--- src/rtl/maximas_tx_pkg.sv ---
// Shared types, sync bytes, FSM encoding and frame sizing for the maxima UART sender.
// Frame length depends on MAXIMAS_TX_CHECKSUM_EN (adds one trailing XOR byte when defined).
package maximas_tx_pkg;

   typedef logic [24:0] maxima_t;

   localparam logic [7:0] SYNC0 = 8'hA5;
   localparam logic [7:0] SYNC1 = 8'h5A;

   // Wide enough for frames of up to 63 maxima words.
   localparam int BYTE_IDX_W = 8;

   typedef enum logic [1:0] {
      ST_IDLE,
      ST_START,
      ST_DATA,
      ST_STOP
   } tx_state_t;

   function automatic int frame_bytes(input int num_maximas);
`ifdef MAXIMAS_TX_CHECKSUM_EN
      return 3 + 4 * num_maximas + 1;
`else
      return 3 + 4 * num_maximas;
`endif
   endfunction

   function automatic logic [7:0] payload_xor(input maxima_t m);
      return {7'b0, m[24]} ^ m[23:16] ^ m[15:8] ^ m[7:0];
   endfunction

endpackage

--- src/rtl/maximas_uart_tx_if.sv ---
// Bundle between the peak finder, the maxima UART sender and the board pin.
interface maximas_uart_tx_if #(
   parameter int NUM_MAXIMAS = 16
);

   maximas_tx_pkg::maxima_t [NUM_MAXIMAS-1:0] maximas;
   logic                                       maximas_found_active;
   logic                                       tx;
   logic                                       busy;
   logic                                       frame_done;
   logic [7:0]                                 dropped_frames;

   modport master (
      output maximas, maximas_found_active,
      input  tx, busy, frame_done, dropped_frames
   );

   modport slave (
      input  maximas, maximas_found_active,
      output tx, busy, frame_done, dropped_frames
   );

endinterface

--- src/rtl/maximas_uart_tx_byte.sv ---
// One 8N1 byte on a registered tx line; start accepted while ready, tx changes one edge later.
// Ready in the last STOP cycle lets the next byte follow with no idle gap.
module uart_tx_byte
   import maximas_tx_pkg::*;
#(
   parameter int CLKS_PER_BIT = 434
) (
   input  logic       clk,
   input  logic       reset,
   input  logic [7:0] data,
   input  logic       start,
   output logic       ready,
   output logic       tx
);

   localparam int            BW        = $clog2(CLKS_PER_BIT);
   localparam logic [BW-1:0] BAUD_LOAD = BW'(CLKS_PER_BIT - 1);

   tx_state_t     state, state_d;
   logic [BW-1:0] baud, baud_d;
   logic [2:0]    bit_cnt, bit_cnt_d;
   logic [7:0]    shreg, shreg_d;
   logic          tx_d;
   logic          bit_end;

   assign bit_end = (baud == '0);

   always_ff @(posedge clk or negedge reset) begin
      if (!reset) begin
         state   <= ST_IDLE;
         baud    <= '0;
         bit_cnt <= '0;
         shreg   <= '0;
         tx      <= 1'b1;
      end else begin
         state   <= state_d;
         baud    <= baud_d;
         bit_cnt <= bit_cnt_d;
         shreg   <= shreg_d;
         tx      <= tx_d;
      end
   end

   always_comb begin
      state_d   = state;
      baud_d    = baud;
      bit_cnt_d = bit_cnt;
      shreg_d   = shreg;
      if (state != ST_IDLE) baud_d = bit_end ? BAUD_LOAD : baud - BW'(1);
      case (state)
         ST_IDLE: if (start) begin
            state_d = ST_START;
            baud_d  = BAUD_LOAD;
            shreg_d = data;
         end
         ST_START: if (bit_end) begin
            state_d   = ST_DATA;
            bit_cnt_d = '0;
         end
         ST_DATA: if (bit_end) begin
            if (bit_cnt == 3'd7) begin
               state_d = ST_STOP;
            end else begin
               bit_cnt_d = bit_cnt + 3'd1;
               shreg_d   = shreg >> 1;
            end
         end
         ST_STOP: if (bit_end) begin
            if (start) begin
               state_d = ST_START;
               shreg_d = data;
            end else begin
               state_d = ST_IDLE;
            end
         end
         default: state_d = ST_IDLE;
      endcase
   end

   // tx is decoded from the next state so the pin itself is a flop output.
   always_comb begin
      ready = (state == ST_IDLE) || ((state == ST_STOP) && bit_end);
      case (state_d)
         ST_START: tx_d = 1'b0;
         ST_DATA:  tx_d = shreg_d[0];
         default:  tx_d = 1'b1;
      endcase
   end

endmodule

--- src/rtl/maximas_uart_tx.sv ---
// Snapshots the maxima set and streams it as A5 5A seq payload [XOR, if MAXIMAS_TX_CHECKSUM_EN] over UART 8N1.
// tx falls one edge after capture; pulses arriving while busy are dropped and counted (saturating).
module maximas_uart_tx
   import maximas_tx_pkg::*;
#(
   parameter int CLK_FREQ_HZ = 50_000_000,
   parameter int BAUD        = 115_200,
   parameter int NUM_MAXIMAS = 16
) (
   input logic              clk,
   input logic              reset,
   maximas_uart_tx_if.slave bus
);

   localparam int              CLKS_PER_BIT = CLK_FREQ_HZ / BAUD;
   localparam int              FB           = frame_bytes(NUM_MAXIMAS);
   localparam int              IW           = BYTE_IDX_W;
   localparam int              KW           = $clog2(NUM_MAXIMAS);
   localparam logic [IW-1:0]   LAST_IDX     = IW'(FB - 1);

   maxima_t [NUM_MAXIMAS-1:0] shadow;
   logic                      busy;
   logic                      more;
   logic [IW-1:0]             byte_idx;
   logic [7:0]                seq;
   logic                      frame_done;
   logic [7:0]                dropped;
   logic                      byte_rdy;
   logic [7:0]                tx_byte;
   logic [IW-1:0]             pay_idx;
   maxima_t                   cur;
   logic [7:0]                pay_byte;
`ifdef MAXIMAS_TX_CHECKSUM_EN
   logic [7:0]                chk;
   logic [7:0]                cap_xor;

   always_comb begin
      cap_xor = '0;
      for (int k = 0; k < NUM_MAXIMAS; k++) cap_xor ^= payload_xor(bus.maximas[k]);
   end
`endif

   always_ff @(posedge clk or negedge reset) begin
      if (!reset) begin
         shadow     <= '0;
         busy       <= 1'b0;
         more       <= 1'b0;
         byte_idx   <= '0;
         seq        <= '0;
         frame_done <= 1'b0;
         dropped    <= '0;
`ifdef MAXIMAS_TX_CHECKSUM_EN
         chk        <= '0;
`endif
      end else begin
         frame_done <= 1'b0;
         if (bus.maximas_found_active && !busy) begin
            shadow   <= bus.maximas;
            busy     <= 1'b1;
            more     <= 1'b1;
            byte_idx <= '0;
`ifdef MAXIMAS_TX_CHECKSUM_EN
            chk      <= seq ^ cap_xor;
`endif
         end else if (bus.maximas_found_active && (dropped != 8'hFF)) begin
            dropped <= dropped + 8'd1;
         end
         if (busy && more && byte_rdy) begin
            if (byte_idx == LAST_IDX) more <= 1'b0;
            else                      byte_idx <= byte_idx + IW'(1);
         end
         // Last byte handed over and its stop bit just finished.
         if (busy && !more && byte_rdy) begin
            busy       <= 1'b0;
            frame_done <= 1'b1;
            seq        <= seq + 8'd1;
         end
      end
   end

   always_comb begin
      pay_idx = byte_idx - IW'(3);
      cur     = shadow[KW'(pay_idx >> 2)];
      case (pay_idx[1:0])
         2'd0:    pay_byte = {7'b0, cur[24]};
         2'd1:    pay_byte = cur[23:16];
         2'd2:    pay_byte = cur[15:8];
         default: pay_byte = cur[7:0];
      endcase
      if      (byte_idx == IW'(0)) tx_byte = SYNC0;
      else if (byte_idx == IW'(1)) tx_byte = SYNC1;
      else if (byte_idx == IW'(2)) tx_byte = seq;
`ifdef MAXIMAS_TX_CHECKSUM_EN
      else if (byte_idx == LAST_IDX) tx_byte = chk;
`endif
      else                         tx_byte = pay_byte;
   end

   uart_tx_byte #(
      .CLKS_PER_BIT(CLKS_PER_BIT)
   ) u_byte (
      .clk   (clk),
      .reset (reset),
      .data  (tx_byte),
      .start (more),
      .ready (byte_rdy),
      .tx    (bus.tx)
   );

   assign bus.busy           = busy;
   assign bus.frame_done     = frame_done;
   assign bus.dropped_frames = dropped;

endmodule
--- src/flat_wrapper.sv ---
// flat-port wrapper written by rule: the top's interface ports become plain ports
module maximas_uart_tx_flat import maximas_tx_pkg::*;
#(
   parameter int CLK_FREQ_HZ = 50_000_000,
   parameter int BAUD        = 115_200,
   parameter int NUM_MAXIMAS = 16
)
  (clk, reset, bus_maximas, bus_maximas_found_active, bus_tx, bus_busy, bus_frame_done, bus_dropped_frames);
  maximas_uart_tx_if #(.NUM_MAXIMAS(NUM_MAXIMAS)) bus_i ();
  input logic clk;
  input logic reset;
  input wire logic [$bits(bus_i.maximas)-1:0] bus_maximas;
  input wire logic [$bits(bus_i.maximas_found_active)-1:0] bus_maximas_found_active;
  output wire logic [$bits(bus_i.tx)-1:0] bus_tx;
  output wire logic [$bits(bus_i.busy)-1:0] bus_busy;
  output wire logic [$bits(bus_i.frame_done)-1:0] bus_frame_done;
  output wire logic [$bits(bus_i.dropped_frames)-1:0] bus_dropped_frames;
  assign bus_i.maximas = bus_maximas;
  assign bus_i.maximas_found_active = bus_maximas_found_active;
  assign bus_tx = bus_i.tx;
  assign bus_busy = bus_i.busy;
  assign bus_frame_done = bus_i.frame_done;
  assign bus_dropped_frames = bus_i.dropped_frames;
  maximas_uart_tx #(.CLK_FREQ_HZ(CLK_FREQ_HZ), .BAUD(BAUD), .NUM_MAXIMAS(NUM_MAXIMAS)) u_core (.clk(clk), .reset(reset), .bus(bus_i));
endmodule
--- config.mk ---
export PLATFORM = sky130hd
export DESIGN_NAME = maximas_uart_tx_flat
export DESIGN_NICKNAME = d
export VERILOG_FILES = /design/src/rtl/maximas_tx_pkg.sv /design/src/rtl/maximas_uart_tx_if.sv /design/src/rtl/maximas_uart_tx_byte.sv /design/src/rtl/maximas_uart_tx.sv /design/src/flat_wrapper.sv
export SDC_FILE = /design/constraint.sdc
export NUM_CORES = 1
export LEC_CHECK = 0
export CORE_MARGIN = 2
export CORE_UTILIZATION = 35
export CTS_BUF_LIST = sky130_fd_sc_hd__clkbuf_8
export DETAILED_ROUTE_END_ITERATION = 10
export PLACE_DENSITY = 0.65
export SYNTH_ARGS = -nofsm -noshare
export SYNTH_HDL_FRONTEND = slang
export SYNTH_HIERARCHICAL = 1
export SYNTH_SLANG_ARGS = --single-unit
--- constraint.sdc ---
create_clock -name clk -period 3.1 [get_ports clk]
set_clock_uncertainty 0.1 [all_clocks]
set_input_delay 0.31 -clock clk [delete_from_list [all_inputs] [get_ports clk]]
set_output_delay 0.31 -clock clk [all_outputs]
set_load 0.05 [all_outputs]
-- Word level (Yosys, flattened, before mapping)
Cells that the tools add are included.
- register bits after elaboration: 450
- output and inout bits: 11
- word-level logic and storage cells: 109
- add/subtract/negate cells: 6
- magnitude comparators: 1
- equality and inequality tests: 16
- multiplexer cells: 36
- bitwise gates (word level): 1
- reductions and logical operators: 21
- operators by type and width (cell ; count):
    25-bit binary-select mux with 4-bit select ; 1
    8-bit two-way mux ; 10
    8-bit one-hot mux with 3 select lines ; 2
    9-bit two-way mux ; 4
    25-bit two-way mux ; 1
    8-bit by 1-bit adder with 8-bit output (second input constant) ; 3
    2-bit two-way mux ; 5
    9-bit logical NOT ; 1
    3-bit two-way mux ; 3
    9-bit by 1-bit subtractor with 9-bit output (second input constant) ; 1
    2-bit equality test (second input constant) ; 4
    8-bit by 1-bit equality test with 1-bit output (second input constant) ; 1
    8-bit by 2-bit equality test with 1-bit output (second input constant) ; 1
    8-bit by 7-bit equality test with 1-bit output (second input constant) ; 1
    8-bit logical NOT ; 1
    2-bit != test (second input constant) ; 4
    8-bit != test (second input constant) ; 1
    2-bit one-hot mux with 4 select lines ; 1
    4-bit AND reduction ; 2
    1-bit logical AND ; 7
    1-bit two-way mux ; 7
    2-bit by 1-bit equality test with 1-bit output (second input constant) ; 3
    3-bit one-hot mux with 2 select lines ; 1
    2-bit nonzero test ; 3
    11 further kinds ; 13

-- Logic depth before layout (Yosys ltp)
- word-level depth: 11
- mapped depth: 14
- mapped depth without buffers: 10

-- Cells and area by module
Netlist, hierarchy kept.
- modules (own cells, without submodules) (module ; times used ; cells an instance ; area an instance (µm²)):
    maximas_uart_tx ; 1 ; 2175 ; 19874.1
    uart_tx_byte ; 1 ; 118 ; 1243.7

-- Worst setup path after synthesis
No wires, ideal clock.
- path type: register -> register
- start point: reg u_core.byte_idx[0]
- end point: reg u_core.u_byte.tx
- arrival time: 3.149 ns
- slack: -0.226 ns
- stages on the path, launching flop included: 13
- cell sequence: dfrtp_1 -> ha_1 -> buf_4 -> xnor2_4 -> buf_2 -> buf_4 -> mux4_2 -> mux2i_1 -> mux2i_1 -> o31ai_1 -> a21oi_1 -> a221o_2 -> o21a_1
- word-level cells in the longest chain between the ends: 11
- elaborated cells on any way between the ends: 17
- RTL lines (what ; line ; text):
    start: declaration ; maximas_uart_tx.sv:24 ; logic [IW-1:0] byte_idx;
    start signal: assignment ; maximas_uart_tx.sv:70 ; else byte_idx <= byte_idx + IW'(1);
    6-bit by 2-bit subtractor with 6-bit output ; maximas_uart_tx.sv:82 ; pay_idx = byte_idx - IW'(3);
    25-bit binary-select mux with 4-bit select ; maximas_uart_tx.sv:83 ; cur = shadow[KW'(pay_idx >> 2)];
    25-bit two-way mux (implied by the code) ; maximas_uart_tx.sv:83 ;
    8-bit one-hot mux with 3 select lines ; maximas_uart_tx.sv:84 ; case (pay_idx[1:0])
    8-bit two-way mux ; maximas_uart_tx.sv:92 ; else if (byte_idx == IW'(2)) tx_byte = seq;
    8-bit two-way mux ; maximas_uart_tx.sv:91 ; else if (byte_idx == IW'(1)) tx_byte = SYNC1;
    8-bit two-way mux * ; maximas_uart_tx.sv:90 ; if (byte_idx == IW'(0)) tx_byte = SYNC0;
    via u_core.tx_byte[0] ; maximas_uart_tx.sv:29 ; logic [7:0] tx_byte;
    8-bit two-way mux * ; maximas_uart_tx_byte.sv:51, maximas_uart_tx_byte.sv:69 ;
    8-bit two-way mux ; maximas_uart_tx_byte.sv:68 ; ST_STOP: if (bit_end) begin
    8-bit one-hot mux with 3 select lines * ; maximas_uart_tx_byte.sv:50 ; case (state)
    via u_core.u_byte.shreg_d[0] ; maximas_uart_tx_byte.sv:22 ; logic [7:0] shreg, shreg_d;
    1-bit one-hot mux with 2 select lines * ; maximas_uart_tx_byte.sv:83 ; case (state_d)
    via u_core.u_byte.tx_d ; maximas_uart_tx_byte.sv:23 ; logic tx_d;
    end signal: assignment ; maximas_uart_tx_byte.sv:40 ; tx <= tx_d;
    end: declaration ; maximas_uart_tx_byte.sv:13 ; output logic tx
Mark *: on every way through the listed nets, which the timed path passes. The rest lies on a longest branch. The select of a mux whose other input is x is not followed.
A chain may end at the register's enable or synchronous reset.

-- Final worst setup path
Ends and elaborated chain as after synthesis.

==> out/metrics.cfg <==
[setup_path]
worstReg2RegStart = u_core/byte_idx[0]
cp.depth = 10
cp.required_ns = 3.58
start_kind = flip-flop
crit_start = u_core/byte_idx[0]
end_kind = flip-flop
worst-setup-path-type = flip-flop to flip-flop
ff2ff_setup_slack_ns = -0.12
crit_chain = a2111oi_4, buf_4, xor2_4, mux4_2, a311o_1, a41o_1, a221oi_2, a21oi_1, a221o_2, o21a_1
crit_fanout = 5
reg2reg_depth = 10
r2r_end = u_core/u_byte/tx
worst-path-buf-inv = 1
critical_path.endpoint = u_core/u_byte/tx
timing.critical_path.arrival_ns = 3.70
critPathSlowestCell = dfrtp_2
cp_top_family = compound AO/OA/AOI/OAI gates
cp_slowest_stage_delay_ns = 0.50

[placement]
placed_area_um2 = 27100
gp_congestion = 0.918
dp_hpwl_um = 58800
port_buffers = 413
dp.cells = 3485

[floorplan]
die-area_um2 = 62300
core_area_um2 = 60000
die_h_um = 250
die_x_um = 250
row_count = 90
initial_core_util_pct = 35.2
pin_count = 414

[clock_tree]
clock-sinks = 450
htreeDepth = 3
cts_root_buf = clkbuf_8
clkTransAtPathRegs_ns = 0.06
cts_buffers = 78
cts_buffer_depth = 3
tritoncts = done
clk_latency_ns = 0.65

[min_path]
hp-class = primary input to flip-flop

[outcome]
violations = setup timing
outcome = finished, violations left

[yosys]
seq_area_frac_synth_pct = 53.3
syn_nets = 2708
synthTopCellsByArea = dfrtp_1 53%, nand2_1 23%, mux4_2 8.5%
ys_seq_elements = 450
avgSynthCellArea_um2 = 9.21
synth_edf_count = 0
postSynthCellCount = 2293
synth_area_um2 = 21100
synth_largest_area_cell = dfrtp_1
async_flop_share_pct = 100
synth_top_cell_area_share_pct = 53.2
ys_types = 76
ys.flop_type = dfrtp_1
yosys_warnings = 6

[finish]
syn_to_final_growth_pct = 37.7
finish.instance_area_um2 = 29100
final_nets = 3220
layout-drive-gt1-share_pct = 14.3
diodes = 0
stdcell_count = 3645
nFillCells = 5563

[routing]
vias = 18400
via_per_inst = 5.03
drtIter0Drc = 1491
dr.pass1.iters = 5
routed_wirelength_um = 77100
antenna_left = 0
drcViolationCount = 0
wl_per_cell_um = 21.2

[timing]
slew_headroom_pct = 47.5
setup_viol = 4
rsz0062_at_grt = yes
fmax_mhz = 311
hold_viol = 0
max_slew.worst_pin.slew_ns = 0.784
min_period_ns = 3.22
fin_tns_setup_ns = -0.323
slew_viol_final = 0
fin_crit_sh_pct = 104
fin_ws_ns = -0.116

[grt]
grt_use_total_pct = 24.7
grt_max_degree = 84
antenna_found_initial = 0
grt_pass1_wl_um = 116000
grt_overflow = 0
grt_pass1_vias = 19300

[power_and_ir_drop]
total_power_mw = 28.7
p_leak_nw = 14.3
power_density_nw_per_um2 = 986
peakVddDrop_mv = 0.385

[flow_run]
cap_violations = 0

## Yosys cell counts, types with 12 or more instances
cell / instances
clkbuf_1: 95
buf_4: 15
mux4_2: 80
mux2i_1: 39
dfrtp_1: 449
xnor2_1: 20
ha_1: 12
inv_1: 14
a21oi_1: 18
nor2_1: 48
nand3_1: 25
o21ai_0: 22
nand2_1: 1285
buf_2: 12
## kinds of logic (layout without fill, tap and decap cells)
family          after synthesis  count (layout)  synth area share, %
simple gates               1411            1411                 26.2
flops                       450             450                 53.3
mux                         125             125                 10.8
compound gates              117             117                 4.18
xor+xnor                     34              34                 1.68
fa+ha+maj                    12              12                0.711
buf+inv                     144             714                 3.09
## layout by cell type, fill, tap and decap left out, types with 9 or more instances in the layout
| cell type | n |
|---|---|
| o21ai_0 | 19 |
| ha_1 | 10 |
| mux4_2 | 80 |
| and3_1 | 9 |
| a21oi_1 | 16 |
| buf_4 | 101 |
| buf_6 | 11 |
| inv_1 | 45 |
| xnor2_1 | 19 |
| nand2_1 | 1284 |
| clkbuf_8 | 94 |
| clkdlybuf4s50_1 | 412 |
| buf_12 | 33 |
| nand4_1 | 10 |
| mux2i_1 | 30 |
| nand3_1 | 21 |
| nor2_1 | 47 |
| dfrtp_1 | 447 |
## state kept, by name (all words and copies together), names as in the netlist, 2 cells and up
name,flops
u_core/u_byte/shreg,8
u_core/byte_idx,8
u_core/u_byte/state,2
u_core/u_byte/bit_cnt,3
u_core/u_byte/baud,9
u_core/bus.dropped_frames,8
u_core/shadow,400
u_core/seq,8
## metrics by stage
| stage | setup slack, ns | util (%) | hold WS [ns] |
|---|---|---|---|
| 3_5_place_dp | -0.189 | 45.1 | 0.262 |
| 2_1_floorplan | -0.00669 | - | -0.0856 |
| 5_1_grt | -0.254 | 48.5 | 0.0448 |
| 6_report | -0.116 | 48.5 | 0.0789 |
| 3_3_place_gp | -0.135 | 45.1 | 0.252 |
| 4_1_cts | -0.0921 | 48.2 | 0.0203 |
## how the worst min path moves through the flow
stage                      from                 end  slack, ns  cells past startpoint
2_1_floorplan             reset     u_core/bus.busy      -0.09                      0
3_3_place_gp              reset   u_core/shadow[89]       0.25                      1
3_5_place_dp              reset   u_core/shadow[89]       0.26                      1
4_1_cts        bus_maximas[248]  u_core/shadow[248]       0.02                      3
5_1_grt        bus_maximas[120]  u_core/shadow[120]       0.04                      3
6_report        bus_maximas[89]   u_core/shadow[89]       0.08                      3
## worst min-delay path: stages
cell and delay [ns]:
clkdlybuf4s50_1 0.40, nand2_1 0.05, nand2_1 0.04
## metal layers
layer	share of wire (%)	vias up	track usage, %
met1	42	9068	32.2
met2	48	650	40.4
met4	4.1	0	9.81
li1	-	8480	-
met5	0	-	0
met3	6.1	152	5.00
## power by group
part / total [mW] / internal (mW) / switching (mW)
clock: 5.35 / 2.90 / 2.44
combinational: 12.4 / 5.63 / 6.76
sequential: 11.0 / 8.77 / 2.18
## timing repair
item,in CTS,in global routing
setup buffers,18,2
hold buffers,1,0
pin swaps,25,7
setup endpoints to repair,9,9
gates cloned,2,1
hold endpoints to repair,70,0
gates resized for setup,22,38
## final cells by class
| cell class | count | area, µm² | area share [%] |
|---|---|---|---|
| Clock inverter | 44 | 241 | 0.830 |
| Clock buffer | 94 | 1290 | 4.45 |
| Inverter | 14 | 52.6 | 0.181 |
| Timing Repair Buffer | 562 | 5760 | 19.8 |
| Multi-Input combinational cell | 1699 | 9500 | 32.6 |
| Sequential cell | 450 | 11300 | 38.7 |
| Tap cell | 782 | 978 | 3.36 |
Power figures use the tool's default switching activity.
